===== config.mk =====
export PLATFORM = sky130hd
export DESIGN_NAME = input_conditioner
export DESIGN_NICKNAME = d
export VERILOG_FILES = /design/src/rtl/input_conditioner.sv
export SDC_FILE = /design/constraint.sdc
export NUM_CORES = 1
export LEC_CHECK = 0
export ABC_AREA = 1
export BUFFER_PORTS_ARGS = -buffer_cell sky130_fd_sc_hd__buf_4
export CORE_MARGIN = 5
export CORE_UTILIZATION = 45
export CTS_CLUSTER_SIZE = 12
export DETAILED_ROUTE_END_ITERATION = 12
export GPL_ROUTABILITY_DRIVEN = 1
export PLACE_DENSITY = 0.64
export RECOVER_POWER = 100
export SETUP_SLACK_MARGIN = 0.3
export SYNTH_ARGS = -nofsm -noshare
export SYNTH_HDL_FRONTEND = slang
export SYNTH_SLANG_ARGS = --single-unit

===== constraint.sdc =====
create_clock -name Clock -period 3.34 [get_ports Clock]
set_clock_uncertainty 0.05 [all_clocks]
set_input_delay 0 -clock Clock [delete_from_list [all_inputs] [get_ports Clock]]
set_output_delay 0 -clock Clock [all_outputs]
set_load 0.01 [all_outputs]

===== src/rtl/input_conditioner.sv =====
// input_conditioner: synchronises the raw asynchronous D input into the Clock
// domain and debounces it. The outputs are a clean level Q, one-cycle
// Rise/Fall/Glitch pulses, and a wrapping count of accepted edges.
// D only ever reaches the first synchroniser flop. Any metastability is held
// there, and nothing downstream is driven combinationally from D.

module input_conditioner #(
    parameter int STABLE_CYCLES = 4,
    parameter int CNT_WIDTH     = 8
) (
    input  logic                 Clock,
    input  logic                 Resetn,
    input  logic                 D,
    output logic                 Q,
    output logic                 Rise,
    output logic                 Fall,
    output logic                 Glitch,
    output logic [CNT_WIDTH-1:0] EdgeCount
);

    // The counter only needs to reach STABLE_CYCLES-1.
    localparam int CW = (STABLE_CYCLES > 2) ? $clog2(STABLE_CYCLES) : 1;
    localparam logic [CW-1:0] CNT_LAST = CW'(STABLE_CYCLES - 1);

    typedef enum logic [1:0] {
        STABLE_LOW  = 2'd0,
        CHECK_HIGH  = 2'd1,
        STABLE_HIGH = 2'd2,
        CHECK_LOW   = 2'd3
    } state_t;

    logic                 s1_r;
    logic                 s2_r;
    logic                 ds_s;
    state_t               state_r;
    logic [CW-1:0]        cnt_r;
    logic                 q_r;
    logic                 rise_r;
    logic                 fall_r;
    logic                 glitch_r;
    logic [CNT_WIDTH-1:0] edge_count_r;

    assign ds_s = s2_r;

    // Two-flop synchroniser that brings D into the Clock domain.
    always_ff @(posedge Clock or negedge Resetn) begin
        if (!Resetn) begin
            s1_r <= 1'b0;
            s2_r <= 1'b0;
        end else begin
            s1_r <= D;
            s2_r <= s1_r;
        end
    end

    // Debounce FSM. Q changes only after STABLE_CYCLES equal samples, and the pulses last one cycle.
    always_ff @(posedge Clock or negedge Resetn) begin
        if (!Resetn) begin
            state_r      <= STABLE_LOW;
            cnt_r        <= '0;
            q_r          <= 1'b0;
            rise_r       <= 1'b0;
            fall_r       <= 1'b0;
            glitch_r     <= 1'b0;
            edge_count_r <= '0;
        end else begin
            rise_r   <= 1'b0;
            fall_r   <= 1'b0;
            glitch_r <= 1'b0;
            case (state_r)
                STABLE_LOW: begin
                    if (ds_s) begin
                        state_r <= CHECK_HIGH;
                        cnt_r   <= CW'(1);
                    end else begin
                        state_r <= STABLE_LOW;
                    end
                end
                CHECK_HIGH: begin
                    if (!ds_s) begin
                        state_r  <= STABLE_LOW;
                        glitch_r <= 1'b1;
                    end else if (cnt_r == CNT_LAST) begin
                        state_r      <= STABLE_HIGH;
                        q_r          <= 1'b1;
                        rise_r       <= 1'b1;
                        edge_count_r <= edge_count_r + CNT_WIDTH'(1);
                    end else begin
                        cnt_r <= cnt_r + CW'(1);
                    end
                end
                STABLE_HIGH: begin
                    if (!ds_s) begin
                        state_r <= CHECK_LOW;
                        cnt_r   <= CW'(1);
                    end else begin
                        state_r <= STABLE_HIGH;
                    end
                end
                CHECK_LOW: begin
                    if (ds_s) begin
                        state_r  <= STABLE_HIGH;
                        glitch_r <= 1'b1;
                    end else if (cnt_r == CNT_LAST) begin
                        state_r      <= STABLE_LOW;
                        q_r          <= 1'b0;
                        fall_r       <= 1'b1;
                        edge_count_r <= edge_count_r + CNT_WIDTH'(1);
                    end else begin
                        cnt_r <= cnt_r + CW'(1);
                    end
                end
                default: begin
                    // Recover to the stable state that matches the level currently driven on Q.
                    state_r <= q_r ? STABLE_HIGH : STABLE_LOW;
                    cnt_r   <= '0;
                end
            endcase
        end
    end

    assign Q         = q_r;
    assign Rise      = rise_r;
    assign Fall      = fall_r;
    assign Glitch    = glitch_r;
    assign EdgeCount = edge_count_r;

endmodule

== Word-level counts from Yosys, hierarchy flattened ==
Index checks and enable logic that the tools add are counted.

* Add/subtract/negate cells: 2
* Reduce and logical (&&, ||, !) cells: 6
* Multiplexer cells: 30
* Eq/ne operators: 12

{| class="wikitable"
|+ Operators by type and width
! operator !! count
|-
| $mux W8 || 3
|-
| $mux W2 || 9
|-
| $pmux W2 S4 || 2
|-
| $pmux W8 S2 || 1
|-
| $mux W1 || 13
|-
| $ne A2 B2 Y1 const B || 6
|-
| $add A8 B1 Y8 const B || 1
|-
| $eq A2 B2 Y1 const B || 3
|-
| $ne A3 B3 Y1 const B || 2
|-
| $reduce_and A5 Y1 || 1
|-
| $pmux W1 S2 || 2
|-
| $reduce_and A4 Y1 || 1
|-
| $reduce_and A3 Y1 || 1
|-
| $add A2 B1 Y2 const B || 1
|-
| $eq A2 B1 Y1 const B || 1
|-
| $logic_not A2 Y1 || 1
|-
| $reduce_and A2 Y1 || 1
|-
| $reduce_bool A2 Y1 || 1
|}

* Register bits after elaboration: 18
* Output and inout bits: 12

== Longest topological paths before layout ==
Gate-level depths: netlist (run 1).

* Depth in word-level cells: 4
* Gate-level depth with buffers: 8

== Least setup slack after synthesis (run 1) ==
Ideal clock, no wire load.

* Path type: register to register
* Start point: reg cnt_r[0]
* End point: reg edge_count_r[5], in the netlist EdgeCount[5]
* Path slack: 2,161 ps
* Library setup time: 117 ps
* Arrival time: 1,012 ps
* Buffers on the path: 0
* Stages on the path, launching flop included: 8
* Path through: dfrtp_1 ha_1 nand2_2 clkinv_4 nand2_8 inv_6 nand3b_1 nand2_1

* Word-level cells in the longest chain between the ends: 4
* Elaborated cells on any way between the ends: 5
* Classes of those cells: eq/ne (1); mux (4)

{| class="wikitable"
|+ Ends and longest elaborated chain
! element !! RTL line !! text
|-
| from (decl) || 36 || <nowiki>logic [CW-1:0] cnt_r;</nowiki>
|-
| from (signal assigned) || 89 || <nowiki>cnt_r <= cnt_r + CW'(1);</nowiki>
|-
| from (signal assigned) || 110 || <nowiki>cnt_r <= cnt_r + CW'(1);</nowiki>
|-
| $eq A2 B2 Y1 * || 83, 104 ||
|-
| $mux W8 * || - ||
|-
| $mux W8, on equally long branches || - ||
|-
| $pmux W8 S2 * || - ||
|-
| to (signal assigned) || 87 || <nowiki>edge_count_r <= edge_count_r + CNT_WIDTH'(1);</nowiki>
|-
| to (signal assigned) || 108 || <nowiki>edge_count_r <= edge_count_r + CNT_WIDTH'(1);</nowiki>
|-
| to (decl) || 41 || <nowiki>logic [CNT_WIDTH-1:0] edge_count_r;</nowiki>
|}

Mark *: on every way between the ends. The rest lies on a longest branch, timed or not. The select of a mux whose other input is x is not followed.
A chain may end at the register's enable or synchronous reset.

== Worst setup path in the final report (run 1) ==
* Start point: reg cnt_r[0]
* End point: reg edge_count_r[4], in the netlist EdgeCount[4]

Same word-level chain as after synthesis.

==> impl_metrics.ini, run 1 <==
[timing]
period_share_pct = 55.4
worstMarginPinSlew_ns = 0.928
setup_viol = 0
final.min_clock_period_ns = 1.85
setup_ws_ns = 1.49
slew_violations = 0
fin_tns_setup_ns = 0
rsz0062_at_grt = false
slew_headroom_pct = 38.1
timing.hold.ws_ns = 0.303
max_freq_ghz = 0.541
hold_viol = 0

[route]
routed_via_density = 4.55
drc = 0
dr.pass1.iters = 3
ant_nets = 0
routed-via-count = 651
route.final.wire_length_um = 1490
drtIter0Drc = 9
drt-wirelength-per-cell_um = 10.4

[grt]
grt_pass1_wl_um = 2660
grt_busiest_layer = met2
grt.met1_usage_pct = 18.0
antenna_found_initial = 0
overflow = 0
grt_pass1_vias = 648
use_met2_pct = 18.6
grtUsageMet3_pct = 2.77
grt_max_degree = 19
globalRouteTotalUtil_pct = 12.7

[cts]
cts_tree = yes
clkTransAtPathRegs_ns = 0.10
cts-htree-levels = 1
numCtsBuffers = 3
cts.sinks = 18
clockBufferDepth = 2
postCtsSetupBuffers = 0
clock-root-buffer = clkbuf_4
clk_latency_ns = 0.28

[power]
p_total_mw = 0.625
power_density_nw_per_um2 = 642
power_leakage_nw = 0.466
peakVddDrop_mv = 0.324

[synthesis]
ys_warn_count = 0
syn_nets = 104
yosysSeqAreaShare_pct = 52.6
ys_seq_elements = 18
synthCells = 98
synth_area_um2 = 856
synth_cell_types = 21
avgSynthCellArea_um2 = 8.73

[worst_setup_path]
path_class = flip-flop to flip-flop
critPathLaunchType = flip-flop
cp_max_fo = 9
arrival_ns = 1.98
worstPathRequired_ns = 3.47
end_kind = flip-flop

[finish]
fin_cells = 143
n_antenna_cell = 0
layout-drive-gt1-share_pct = 9.32
area_delta_synth_final_pct = 13.7
fin_nets = 125

[placed_design]
io_buffers = 14
gp_routability_congestion = 0.758
post-dp-hpwl_um = 1180
post-place-ws_ns = 2.03
placedCellCount = 137

[die]
dieArea_um2 = 2870
num_io_pins = 15
dieHeight_um = 53.6
num_rows = 15
start_util_pct = 48.5
die_width_um = 53.6
core_um2 = 1760

[worst_hold_path]
hp-class = input pin to async pin

[outcome]
outcome = finished clean

[flow_run]
max_cap_viol_count = 0
routing by layer:
metal,vias to the layer above,share of wire [%]
li1,346,-
met1,286,52
met2,14,42
met3,5,3.8
met4,0,2.3
met5,-,0
path summary, 6_finish.rpt:
| check | cells past startpoint | end | slack [ns] | start |
|---|---|---|---|---|
| hold reg to reg | 0 | ds_s | 0.31 | s1_r |
| max in group asynchronous | 2 | Glitch | 2.37 | Resetn |
| setup / recovery | 7 | EdgeCount[4] | 1.49 | cnt_r[0] |
| setup reg to reg | 7 | EdgeCount[4] | 1.49 | cnt_r[0] |
| hold / removal | 2 | EdgeCount[0] | 0.30 | Resetn |
| min in group Clock | 0 | ds_s | 0.31 | s1_r |
synthesized netlist by cell type, drive strengths merged:
master / number / area (um^2)
nand2: 40 / 181
dfrtp: 18 / 450
inv: 10 / 42.5
o21ai: 9 / 45.0
nor2: 7 / 28.8
nand3: 4 / 20.0
ha: 3 / 37.5
a21oi: 1 / 5.00
clkinv: 1 / 8.76
nand3b: 1 / 7.51
nand4: 1 / 6.26
nor3: 1 / 5.00
xnor2: 1 / 8.76
xor2: 1 / 8.76
flip-flops by register name, summed over array words and instances, names as in the netlist, named ones only:
name and count:
Fall 1, Rise 1, Q 1, EdgeCount 8, Glitch 1, state_r 1, ds_s 1, cnt_r 2
s1_r 1
critical path, cell delays in order, from the launching register on:
cell and delay [ns]:
dfrtp_1 0.41, ha_1 0.20, nand2_1 0.14, clkinvlp_2 0.15, nand2_1 0.24, clkinvlp_2 0.33, nand2_1 0.14, o21ai_0 0.08
kinds of logic after synthesis:
family | count (synthesis) | synth area share, %
AO/OA/AOI/OAI | 10 | 5.85
XOR/XNOR | 2 | 2.05
adder cells (fa/ha/maj) | 3 | 4.39
buffers and inverters | 11 | 5.99
flip-flops | 18 | 52.6
AND/OR/NAND/NOR | 54 | 29.1
stage by stage:
step	utilization [%]	instance area (um^2)
2_1_floorplan	-	856
3_3_place_gp	56.2	992
3_5_place_dp	56.2	992
4_1_cts	59.4	1050
5_1_grt	55.2	973
6_report	55.2	973
power by group:
group	total, mW	internal [mW]	switching, mW
combinational	0.178	0.0639	0.114
clock	0.131	0.0664	0.0648
sequential	0.316	0.270	0.0460
total	0.625	0.400	0.225
final cells by class:
| class | count | area, um^2 |
|---|---|---|
| timing repair buffer | 16 | 76.3 |
| fill | 178 | 791 |
| clock buffer | 4 | 36.3 |
| inverter | 11 | 43.8 |
| multi-input combinational | 69 | 335 |
| sequential | 18 | 450 |
| tap | 25 | 31.3 |
placed cells by master (no fill, tap or decap):
cell type and count:
nand2_1 37, dfrtp_1 18, clkbuf_1 13, inv_1 9, o21ai_0 9, nor2_1 6
nand3_1 4, clkbuf_4 4, ha_1 3, nand2_2 2, clkinvlp_2 2, dlygate4sd3_1 2
nand2_4 1, nor2_2 1, xor2_1 1, xnor2_1 1, a21oi_1 1, nor3_1 1
nand3b_1 1, nand4_1 1, clkbuf_8 1
repair_timing:
item                                   4_1_cts  5_1_grt
hold buffers                                 2        0
resized for setup                            0        0
endpoints found under the hold margin       19        0
setup endpoints to repair                    0        0
(Power assumes the default switching activity.)
==> run 2, diff against run 1 <==
--- a/config.mk
+++ b/config.mk
@@ -12,7 +12,7 @@
 export CTS_CLUSTER_SIZE = 12
 export DETAILED_ROUTE_END_ITERATION = 12
 export GPL_ROUTABILITY_DRIVEN = 1
-export PLACE_DENSITY = 0.64
+export PLACE_DENSITY = 0.67
 export RECOVER_POWER = 100
 export SETUP_SLACK_MARGIN = 0.3
 export SYNTH_ARGS = -nofsm -noshare
==> constraint.sdc (replaced) <==
create_clock -name Clock -period 1.5 [get_ports Clock]
set_clock_uncertainty 0.05 [all_clocks]
set_input_delay 0 -clock Clock [delete_from_list [all_inputs] [get_ports Clock]]
set_output_delay 0 -clock Clock [all_outputs]
set_load 0.01 [all_outputs]
==> run 2 against run 1 <==
First-iteration DRC count down 33%. Sequential power up 120%. Maximum frequency up 45%. Via count up 6.5%. Clock power up 73%. Die area unchanged. Final cell count up 3.5%. Utilization up 4.6 points. Highest routed layer unchanged.
==> impl_metrics.ini, run 2 (synthesis gave the netlist of run 1 again) <==
[cts]
cts.sinks = 18
clockBufferDepth = 2
clkTransAtPathRegs_ns = 0.09
clock-root-buffer = clkbuf_4
cts-htree-levels = 1
cts_tree = yes
numCtsBuffers = 3
clk_latency_ns = 0.28

[worst_setup_path]
cp_max_fo = 9
critPathLaunchType = flip-flop
path_class = flip-flop to flip-flop
arrival_ns = 1.40
critPathTopFamily = flip-flops
worstPathRequired_ns = 1.62
crit_top_cell = nand2_1
end_kind = flip-flop
cpPeakStageDelay_ns = 0.40
crit_slowest_cell = dfrtp_1
crit_chain = ha_1 -> nand2_1 -> clkinv_4 -> nand2_8 -> inv_8 -> nand2_1 -> o21ai_0
crit_buf_inv = 2

[grt]
overflow = 0
grt_max_degree = 19
globalRouteTotalUtil_pct = 12.1
grt_pass1_wl_um = 2480
antenna_found_initial = 0
grt_pass1_vias = 609

[finish]
final_common_cell = nand2_1
mostFrequentLayoutCells = nand2_1 (34), dfrtp_1 (18), clkbuf_1 (14)
final-seq-area_um2 = 450
largest_reg_flops = 8
area_delta_synth_final_pct = 23.2
finalCoreUtilization_pct = 59.8
fin_nets = 131
multi_input_area_um2 = 367
fill_cells = 174
n_antenna_cell = 0
final_area_um2 = 1050
layout-drive-gt1-share_pct = 17.1

[timing]
worstMarginPinSlew_ns = 0.962
hold_viol = 0
rsz0062_at_grt = true
slew_violations = 0
max_freq_ghz = 0.782
final.min_clock_period_ns = 1.28
period_share_pct = 85.3
fin_tns_setup_ns = 0
setup_viol = 0
setup_ws_ns = 0.221
slew_headroom_pct = 35.9

[outcome]
outcome = finished clean

[die]
dieHeight_um = 53.6
num_io_pins = 15
core_um2 = 1760
num_rows = 15
dieArea_um2 = 2870
die_width_um = 53.6
start_util_pct = 48.5

[route]
dr.pass1.iters = 4
drc = 0
ant_nets = 0
routed-via-count = 693
drt-wirelength-per-cell_um = 10.9
route.final.wire_length_um = 1610
routed_via_density = 4.68
drtIter0Drc = 6

[placed_design]
post-dp-hpwl_um = 1110
gp_routability_congestion = 0.785
placed_area_um2 = 992
post-place-ws_ns = 0.208
io_buffers = 14

[worst_hold_path]
hp-class = flip-flop to flip-flop

[flow_run]
max_cap_viol_count = 0

[power]
p_total_mw = 1.48
power_density_nw_per_um2 = 1410
power_leakage_nw = 0.504
peakVddDrop_mv = 0.774
## run 2: cell types whose count changed in the layout (fill, tap and decap cells not counted), sizes merged
| cell | previous run | this run |
|---|---|---|
| clkinvlp | 2 | 0 |
| clkbuf | 18 | 19 |
| inv | 9 | 10 |
| buf | 0 | 4 |
| clkinv | 0 | 1 |
## run 2: cell type report
| class | instances | share of cell area (%) |
|---|---|---|
| Clock buffer | 3 | 2.14 |
| Tap cell | 25 | 2.97 |
| Inverter | 11 | 5.10 |
| Timing Repair Buffer | 22 | 12.3 |
| Multi-Input combinational cell | 69 | 34.8 |
| Sequential cell | 18 | 42.7 |
## run 2: layer usage
| layer | share of wire (%) | vias up | track usage [%] |
|---|---|---|---|
| met1 | 46 | 316 | 15.3 |
| met2 | 46 | 16 | 19.0 |
| li1 | - | 359 | - |
| met3 | 7.1 | 2 | 5.82 |
| met4 | 0.56 | 0 | 2.55 |
| met5 | 0 | - | 0 |
## run 2: path summary, 6_finish.rpt
kind	from	end	slack [ns]	cells after the start
max in group asynchronous	Resetn	EdgeCount[4]	0.50	2
min	s1_r	ds_s	0.31	0
max reg2reg	cnt_r[0]	EdgeCount[4]	0.22	7
max	cnt_r[0]	EdgeCount[4]	0.22	7
min reg2reg	s1_r	ds_s	0.31	0
min in group asynchronous	Resetn	state_r[0]	0.32	2
## run 2: worst register-to-register path: cells and delay by family (launching register included)
| family | cells | cell delay (ns) |
|---|---|---|
| adders and majority gates | 1 | 0.20 |
| DFF | 1 | 0.40 |
| buffers and inverters | 2 | 0.15 |
| and+or+nand+nor | 3 | 0.31 |
| AOI/OAI and AO/OA | 1 | 0.08 |
## run 2: stage by stage
stage,hold WS [ns],instances
5_1_grt,0.314,148
2_1_floorplan,-0.346,98
4_1_cts,0.0520,147
3_5_place_dp,-0.167,137
6_report,0.309,148
3_3_place_gp,-0.173,137
## run 2: repair_timing
action	CTS	global route
resized for setup	3	8
setup endpoints to repair	9	10
pin swaps	1	3
endpoints found under the hold margin	19	0
hold buffers	2	0
buffers inserted	5	1
## run 2: power breakdown
group | internal [mW] | total, mW | switching [mW]
Clock | 0.0933 | 0.226 | 0.132
Combinational | 0.236 | 0.557 | 0.321
Sequential | 0.601 | 0.703 | 0.102
